[src/rtl/devil_snoop_scheduler.sv]
// Snoop sequencer for the devil_in_fpga engine: filters ACE AC-channel snoops by window/type,
// delays and dispatches hits to the engine, routes misses to the default responder.
module devil_snoop_scheduler #(
    parameter int C_S_AXI_DATA_WIDTH = 32,
    parameter int C_ACE_ADDR_WIDTH   = 32
) (
    input  logic                          ace_aclk,
    input  logic                          ace_areset,
    input  logic                          i_acvalid,
    output logic                          o_acready,
    input  logic [C_ACE_ADDR_WIDTH-1:0]   i_acaddr,
    input  logic [3:0]                    i_acsnoop,
    input  logic [C_S_AXI_DATA_WIDTH-1:0] i_control_reg,
    input  logic [C_S_AXI_DATA_WIDTH-1:0] i_delay_reg,
    input  logic [C_S_AXI_DATA_WIDTH-1:0] i_acsnoop_reg,
    input  logic [C_S_AXI_DATA_WIDTH-1:0] i_base_addr_reg,
    input  logic [C_S_AXI_DATA_WIDTH-1:0] i_addr_size_reg,
    output logic                          o_dev_start,
    output logic [C_ACE_ADDR_WIDTH-1:0]   o_dev_addr,
    output logic [3:0]                    o_dev_snoop,
    input  logic                          i_dev_done,
    output logic                          o_byp_valid,
    output logic [3:0]                    o_byp_snoop,
    input  logic                          i_byp_ready,
    output logic [C_S_AXI_DATA_WIDTH-1:0] o_write_status_reg,
    output logic [2:0]                    o_fsm_state
);

    typedef enum logic [2:0] {
        ST_IDLE   = 3'd0,
        ST_ARMED  = 3'd1,
        ST_DELAY  = 3'd2,
        ST_ATTACK = 3'd3,
        ST_BYPASS = 3'd4,
        ST_DONE   = 3'd5
    } state_t;

    state_t                        state;
    logic                          acready;
    logic                          dev_start;
    logic                          byp_valid;
    logic [C_ACE_ADDR_WIDTH-1:0]   cap_addr;
    logic [3:0]                    cap_snoop;
    logic [C_S_AXI_DATA_WIDTH-1:0] delay_cnt;
    logic [15:0]                   hit_count;
    logic                          fired;
    logic                          aborted;

    logic        enable;
    logic [1:0]  mode;
    logic        clear;
    logic        mode_active;
    logic        handshake;
    logic        type_match;
    logic        win_hit;
    logic        hit;
    logic [32:0] addr_ext;
    logic [32:0] base_ext;
    logic [32:0] limit_ext;
    logic        enter_attack;
    logic        set_fired;
    logic        set_aborted;
    logic        unused_cfg;

    assign enable      = i_control_reg[0];
    assign mode        = i_control_reg[2:1];
    assign clear       = i_control_reg[3];
    assign mode_active = enable && (mode == 2'b01 || mode == 2'b10);
    assign handshake   = i_acvalid && acready;
    assign unused_cfg  = ^{i_control_reg[C_S_AXI_DATA_WIDTH-1:4], i_acsnoop_reg[C_S_AXI_DATA_WIDTH-1:5]};

    // Window limit is formed in 33 bits so a window touching the top of memory never wraps to 0.
    always_comb begin
        addr_ext   = {1'b0, i_acaddr[31:0]};
        base_ext   = {1'b0, i_base_addr_reg[31:0]};
        limit_ext  = base_ext + {1'b0, i_addr_size_reg[31:0]};
        type_match = i_acsnoop_reg[4] || (i_acsnoop == i_acsnoop_reg[3:0]);
        win_hit    = (i_addr_size_reg[31:0] != 32'd0) && (addr_ext >= base_ext) && (addr_ext < limit_ext);
        hit        = type_match && win_hit;
    end

    always_comb begin
        enter_attack = 1'b0;
        set_fired    = 1'b0;
        set_aborted  = 1'b0;
        case (state)
            ST_ARMED:  enter_attack = handshake && hit && (i_delay_reg == '0);
            ST_DELAY: begin
                set_aborted  = !mode_active;
                enter_attack = mode_active && (delay_cnt == C_S_AXI_DATA_WIDTH'(1));
            end
            ST_ATTACK: set_fired = i_dev_done && (mode == 2'b01);
            default: ;
        endcase
    end

    always_ff @(posedge ace_aclk or posedge ace_areset) begin
        if (ace_areset) begin
            state     <= ST_IDLE;
            acready   <= 1'b0;
            dev_start <= 1'b0;
            byp_valid <= 1'b0;
            cap_addr  <= '0;
            cap_snoop <= '0;
            delay_cnt <= '0;
            hit_count <= '0;
            fired     <= 1'b0;
            aborted   <= 1'b0;
        end else begin
            dev_start <= 1'b0;

            if (clear) begin
                hit_count <= '0;
                fired     <= 1'b0;
                aborted   <= 1'b0;
            end else begin
                if (enter_attack && hit_count != 16'hFFFF)
                    hit_count <= hit_count + 16'd1;
                if (set_fired)
                    fired <= 1'b1;
                if (set_aborted)
                    aborted <= 1'b1;
            end

            case (state)
                ST_IDLE: begin
                    if (mode_active) begin
                        state   <= ST_ARMED;
                        acready <= 1'b1;
                    end
                end
                ST_ARMED: begin
                    // A handshake presented in the same cycle enable drops is still accepted.
                    if (handshake) begin
                        cap_addr  <= i_acaddr;
                        cap_snoop <= i_acsnoop;
                        acready   <= 1'b0;
                        if (!hit) begin
                            state     <= ST_BYPASS;
                            byp_valid <= 1'b1;
                        end else if (i_delay_reg == '0) begin
                            state     <= ST_ATTACK;
                            dev_start <= 1'b1;
                        end else begin
                            state     <= ST_DELAY;
                            delay_cnt <= i_delay_reg;
                        end
                    end else if (!mode_active) begin
                        state   <= ST_IDLE;
                        acready <= 1'b0;
                    end
                end
                ST_DELAY: begin
                    if (!mode_active) begin
                        state     <= ST_BYPASS;
                        byp_valid <= 1'b1;
                    end else if (delay_cnt == C_S_AXI_DATA_WIDTH'(1)) begin
                        state     <= ST_ATTACK;
                        dev_start <= 1'b1;
                    end else begin
                        delay_cnt <= delay_cnt - C_S_AXI_DATA_WIDTH'(1);
                    end
                end
                ST_ATTACK: begin
                    if (i_dev_done) begin
                        if (mode == 2'b01) begin
                            state <= ST_DONE;
                        end else if (mode_active) begin
                            state   <= ST_ARMED;
                            acready <= 1'b1;
                        end else begin
                            state <= ST_IDLE;
                        end
                    end
                end
                ST_BYPASS: begin
                    if (i_byp_ready) begin
                        byp_valid <= 1'b0;
                        if (mode_active) begin
                            state   <= ST_ARMED;
                            acready <= 1'b1;
                        end else begin
                            state <= ST_IDLE;
                        end
                    end
                end
                ST_DONE: begin
                    if (!enable || mode == 2'b00 || clear)
                        state <= ST_IDLE;
                end
                default: begin
                    state     <= ST_IDLE;
                    acready   <= 1'b0;
                    byp_valid <= 1'b0;
                end
            endcase
        end
    end

    assign o_acready          = acready;
    assign o_dev_start        = dev_start;
    assign o_dev_addr         = cap_addr;
    assign o_dev_snoop        = cap_snoop;
    assign o_byp_valid        = byp_valid;
    assign o_byp_snoop        = cap_snoop;
    assign o_fsm_state        = state;
    assign o_write_status_reg = C_S_AXI_DATA_WIDTH'({hit_count, 12'd0, aborted, fired,
                                                      state == ST_ATTACK, state == ST_ARMED});

endmodule

[config.mk]
export PLATFORM = sky130hd
export DESIGN_NAME = devil_snoop_scheduler
export DESIGN_NICKNAME = d
export VERILOG_FILES = /design/src/rtl/devil_snoop_scheduler.sv
export SDC_FILE = /design/constraint.sdc
export NUM_CORES = 1
export LEC_CHECK = 0
export CELL_PAD_IN_SITES_DETAIL_PLACEMENT = 1
export CELL_PAD_IN_SITES_GLOBAL_PLACEMENT = 1
export CORE_MARGIN = 4
export CORE_UTILIZATION = 36
export CTS_BUF_LIST = sky130_fd_sc_hd__clkbuf_16
export CTS_CLUSTER_SIZE = 24
export DETAILED_ROUTE_END_ITERATION = 10
export PLACE_DENSITY_LB_ADDON = 0.1
export SLEW_MARGIN = 20
export SYNTH_ARGS = -nofsm -noshare
export SYNTH_HDL_FRONTEND = slang
export SYNTH_SLANG_ARGS = --single-unit
[constraint.sdc]
create_clock -name ace_aclk -period 5.4 [get_ports ace_aclk]
set_input_delay 1.62 -clock ace_aclk [delete_from_list [all_inputs] [get_ports ace_aclk]]
set_output_delay 1.62 -clock ace_aclk [all_outputs]
set_load 0.005 [all_outputs]
==> results of run 1 <==
[what timing repair did]
action                                  in CTS  in global routing
endpoints found under the setup margin      53                 53
pin swaps                                   34                 18
gates cloned                                 8                  3
hold buffers                                 0                  0
buffers inserted                             9                  5
gates resized for setup                     74                 40
[metrics by stage]
stage / std cells / setup WS (ns) / total power [W] / cell area [sq um]
after floorplan: 967 / -0.637 / 0.00193 / 8230
after global placement: 1515 / -1.52 / 0.00268 / 11200
after detailed placement: 1515 / -1.69 / 0.00274 / 11200
after CTS: 1547 / -0.698 / 0.00346 / 11900
after global routing: 1555 / -0.921 / 0.00374 / 12100
final: 1555 / -0.666 / 0.00349 / 12100
[flip-flops by register name, indices dropped and copies added (netlist names)]
signal,flops
hit_count,16
aborted,1
o_fsm_state,3
o_acready,1
o_dev_addr,32
delay_cnt,32
fired,1
o_dev_start,1
o_byp_snoop,4
o_byp_valid,1
[worst max-delay path, stage by stage]
cell and delay (ns):
buf_8 0.10, ha_4 0.15, fa_2 0.33, a211o_1 0.32
a2111oi_4 0.43, nor4b_4 0.11, o31a_1 0.33, a21oi_2 0.17
o21bai_1 0.07, a21oi_1 0.16, xor2_1 0.17, ha_1 0.27
a211oi_2 0.21, nor2_2 0.09, nor4_4 0.33, a2111oi_4 0.13
o311ai_2 0.30, a41oi_4 0.12, buf_6 0.18, o31a_4 0.34
buf_16 0.17, o21ai_2 0.14, o21ai_2 0.06
[Yosys cell counts (4+ instances only)]
master,instances
or4_1,8
a2111oi_0,4
a21oi_1,99
ha_1,100
and2_1,4
inv_1,60
o31ai_1,9
buf_2,8
o21bai_1,5
nand3_1,22
nand4_1,14
a21o_1,14
nor2_1,72
a211oi_1,11
a31oi_1,6
xor2_1,22
xnor2_1,11
o22ai_1,7
clkbuf_1,18
nor4_1,31
o211ai_1,5
o21ai_0,35
nor3_1,32
mux2_2,36
buf_4,19
o21a_1,6
or3_1,15
o31a_1,5
dfrtp_1,92
and3_1,7
o21ai_1,55
a22oi_1,8
nand2_1,50
nand2b_1,8
[layer usage]
layer | track usage | vias up | routed length (microns)
met1 | 0.308 | 4182 | 13300
met3 | 0.0328 | 22 | 1410
met4 | 0.0504 | 0 | 339
li1 | - | 4161 | -
met5 | 0 | - | 0
met2 | 0.422 | 193 | 15100
[kinds of logic after synthesis]
| kind of cell | Yosys count | synth area share |
|---|---|---|
| other | 1 | 0.000464 |
| adder cells (fa/ha/maj) | 101 | 0.157 |
| XOR/XNOR | 33 | 0.0357 |
| flip-flops | 92 | 0.285 |
| AND/OR/NAND/NOR | 282 | 0.179 |
| multiplexers | 37 | 0.0514 |
| buffers and inverters | 111 | 0.0634 |
| AO/OA/AOI/OAI | 299 | 0.228 |
[power by group]
group | internal (W) | switching [W] | total (W)
clock network | 0.000312 | 0.000326 | 0.000637
registers | 0.000933 | 0.000220 | 0.00115
logic | 0.000941 | 0.000755 | 0.00170
total | 0.00219 | 0.00130 | 0.00349
[final cells by class]
cell class,count,area (sq um)
fill,2549,9830
multi-input combinational,768,5760
timing repair buffer,339,3210
sequential,92,2300
tap,280,350
inverter,61,231
clock buffer,9,225
clock inverter,6,40.0
[worst max-delay path by stage]
stage	start	endpoint	cells past startpoint
floorplan	i_base_addr_reg[0]	hit_count[6]	22
global placement	i_base_addr_reg[0]	delay_cnt[28]	23
detailed placement	i_base_addr_reg[0]	hit_count[11]	21
CTS	i_addr_size_reg[0]	delay_cnt[1]	22
global route	i_base_addr_reg[0]	hit_count[10]	24
finish	i_addr_size_reg[0]	delay_cnt[19]	23
[cells in the final DEF (no fill, tap or decap), types with 11 or more instances in the layout]
cell type and n:
o21ai_0 26, a21oi_2 14, nor2_1 71, nor4_1 30, nor3_1 30, nand3_1 22
ha_1 95, nand4_1 14, dfrtp_1 92, inv_1 59, or3_1 15, conb_1 12
mux2_2 36, a21o_1 14, clkbuf_16 12, a21oi_1 87, xnor2_1 11, xor2_1 22
nand2_1 49, clkdlybuf4s50_1 199, o21ai_1 35, buf_4 113, o21ai_2 29
==> flow_summary.toml, run 1 <==
[critical_path]
crit_fanout = 7
arrival_ns = 6.32
crit-reg2reg-launch = "delay_cnt[2]"
crit_type = "primary input to register"
reg2reg_slack_ns = 1.91
worstRegToRegCells = 9
worst_ep_required_time_ns = 5.66
worstReg2RegEnd = "delay_cnt[30]"
start_kind = "primary input"
end_kind = "register"

[status]
violations = "negative setup slack"
status = "finished, violations left"

[pwr]
cellPowerDensity_mw_per_mm2 = 288
leakage_nw = 5.34
irDropWorstVdd_v = 0.000219

[worst_hold_path]
min_path_type = "register to register"
hold_depth = 2
min_to = "fired"
hp-start = "fired"

[global_routing]
grt_overflow = 0
grt_max_degree = 78
grt_util_all_layers = 0.237
first_global_vias = 8988
antenna_found_initial = 0
grt_pass1_wl_microns = 47200

[yosys]
ys_ff_latch = 92
synth.yosys.warnings = 0
netlist.area_leader.share = 0.285
synthFlopType = "dfrtp_1"
postSynthCellCount = 956
syn_area_sq_mm = 0.00809
avgSynthCellArea_sq_um = 8.46
ys_async_sr_fraction = 1.00
yosysSeqAreaShare = 0.285
synth_area_leaders = "dfrtp_1, ha_1, a21oi_1"
synth.distinct_cells = 72
yosysTopAreaCell = "dfrtp_1"
synth_edf_count = 0

[floorplan]
die_x_microns = 158
core-area_sq_mm = 0.0220
die_y_microns = 158
start_util = 0.368
die_area_sq_mm = 0.0249
num_rows = 54
io_pins = 279

[detailed_routing]
detail_route.vias_per_cell = 5.50
ant_nets = 0
firstDrtPassIters = 4
first_iter_violations = 293
drc = 0
wl_microns = 30200
wl_per_cell_microns = 19.4
routed-via-count = 8558

[clocking]
worst_skew_pair.late_latency_ns = 0.37
cts_max_level = 3
numCtsBuffers = 9
cts.sinks = 92
cts_tree = "done"
clockBufferDepth = 2
path_clk_slew_ns = 0.08
cts-root-buf = "clkbuf_16"

[sta]
fin_crit_sh = 1.12
setup_violations = 53
relSlewSlack = 0.477
rsz0062_at_grt = "yes"
maxSlewViolCount = 0
post-route-min-period_ns = 6.07
fin_ws_ns = -0.666
hold_violations = 0
worst_slew_pin_slew_ns = 0.781
totalNegativeSetupSlack_ns = -32.06
hold_slack_ns = 0.503
skew_ns = 0.0157
max_freq_mhz = 165

[placement]
dp_hpwl_microns = 23100
port_buffers = 211
place_congestion = 0.863

[final_layout]
diodes = 0
post-route-util = 0.552
area_growth_syn_to_layout_pct = 49.9
nets = 1573
drive_above_1_share = 0.210

[flow_run]
max_cap_violations = 0
Power figures use the tool's default switching activity.
==> run 2: changes to the inputs <==
--- a/config.mk
+++ b/config.mk
@@ -12,6 +12,7 @@
 export CTS_BUF_LIST = sky130_fd_sc_hd__clkbuf_16
 export CTS_CLUSTER_SIZE = 24
 export DETAILED_ROUTE_END_ITERATION = 10
+export HOLD_SLACK_MARGIN = 0.03
 export PLACE_DENSITY_LB_ADDON = 0.1
 export SLEW_MARGIN = 20
 export SYNTH_ARGS = -nofsm -noshare
==> results of run 2 <==
The final DEF is identical to that of run 1; final timing and power are the same.
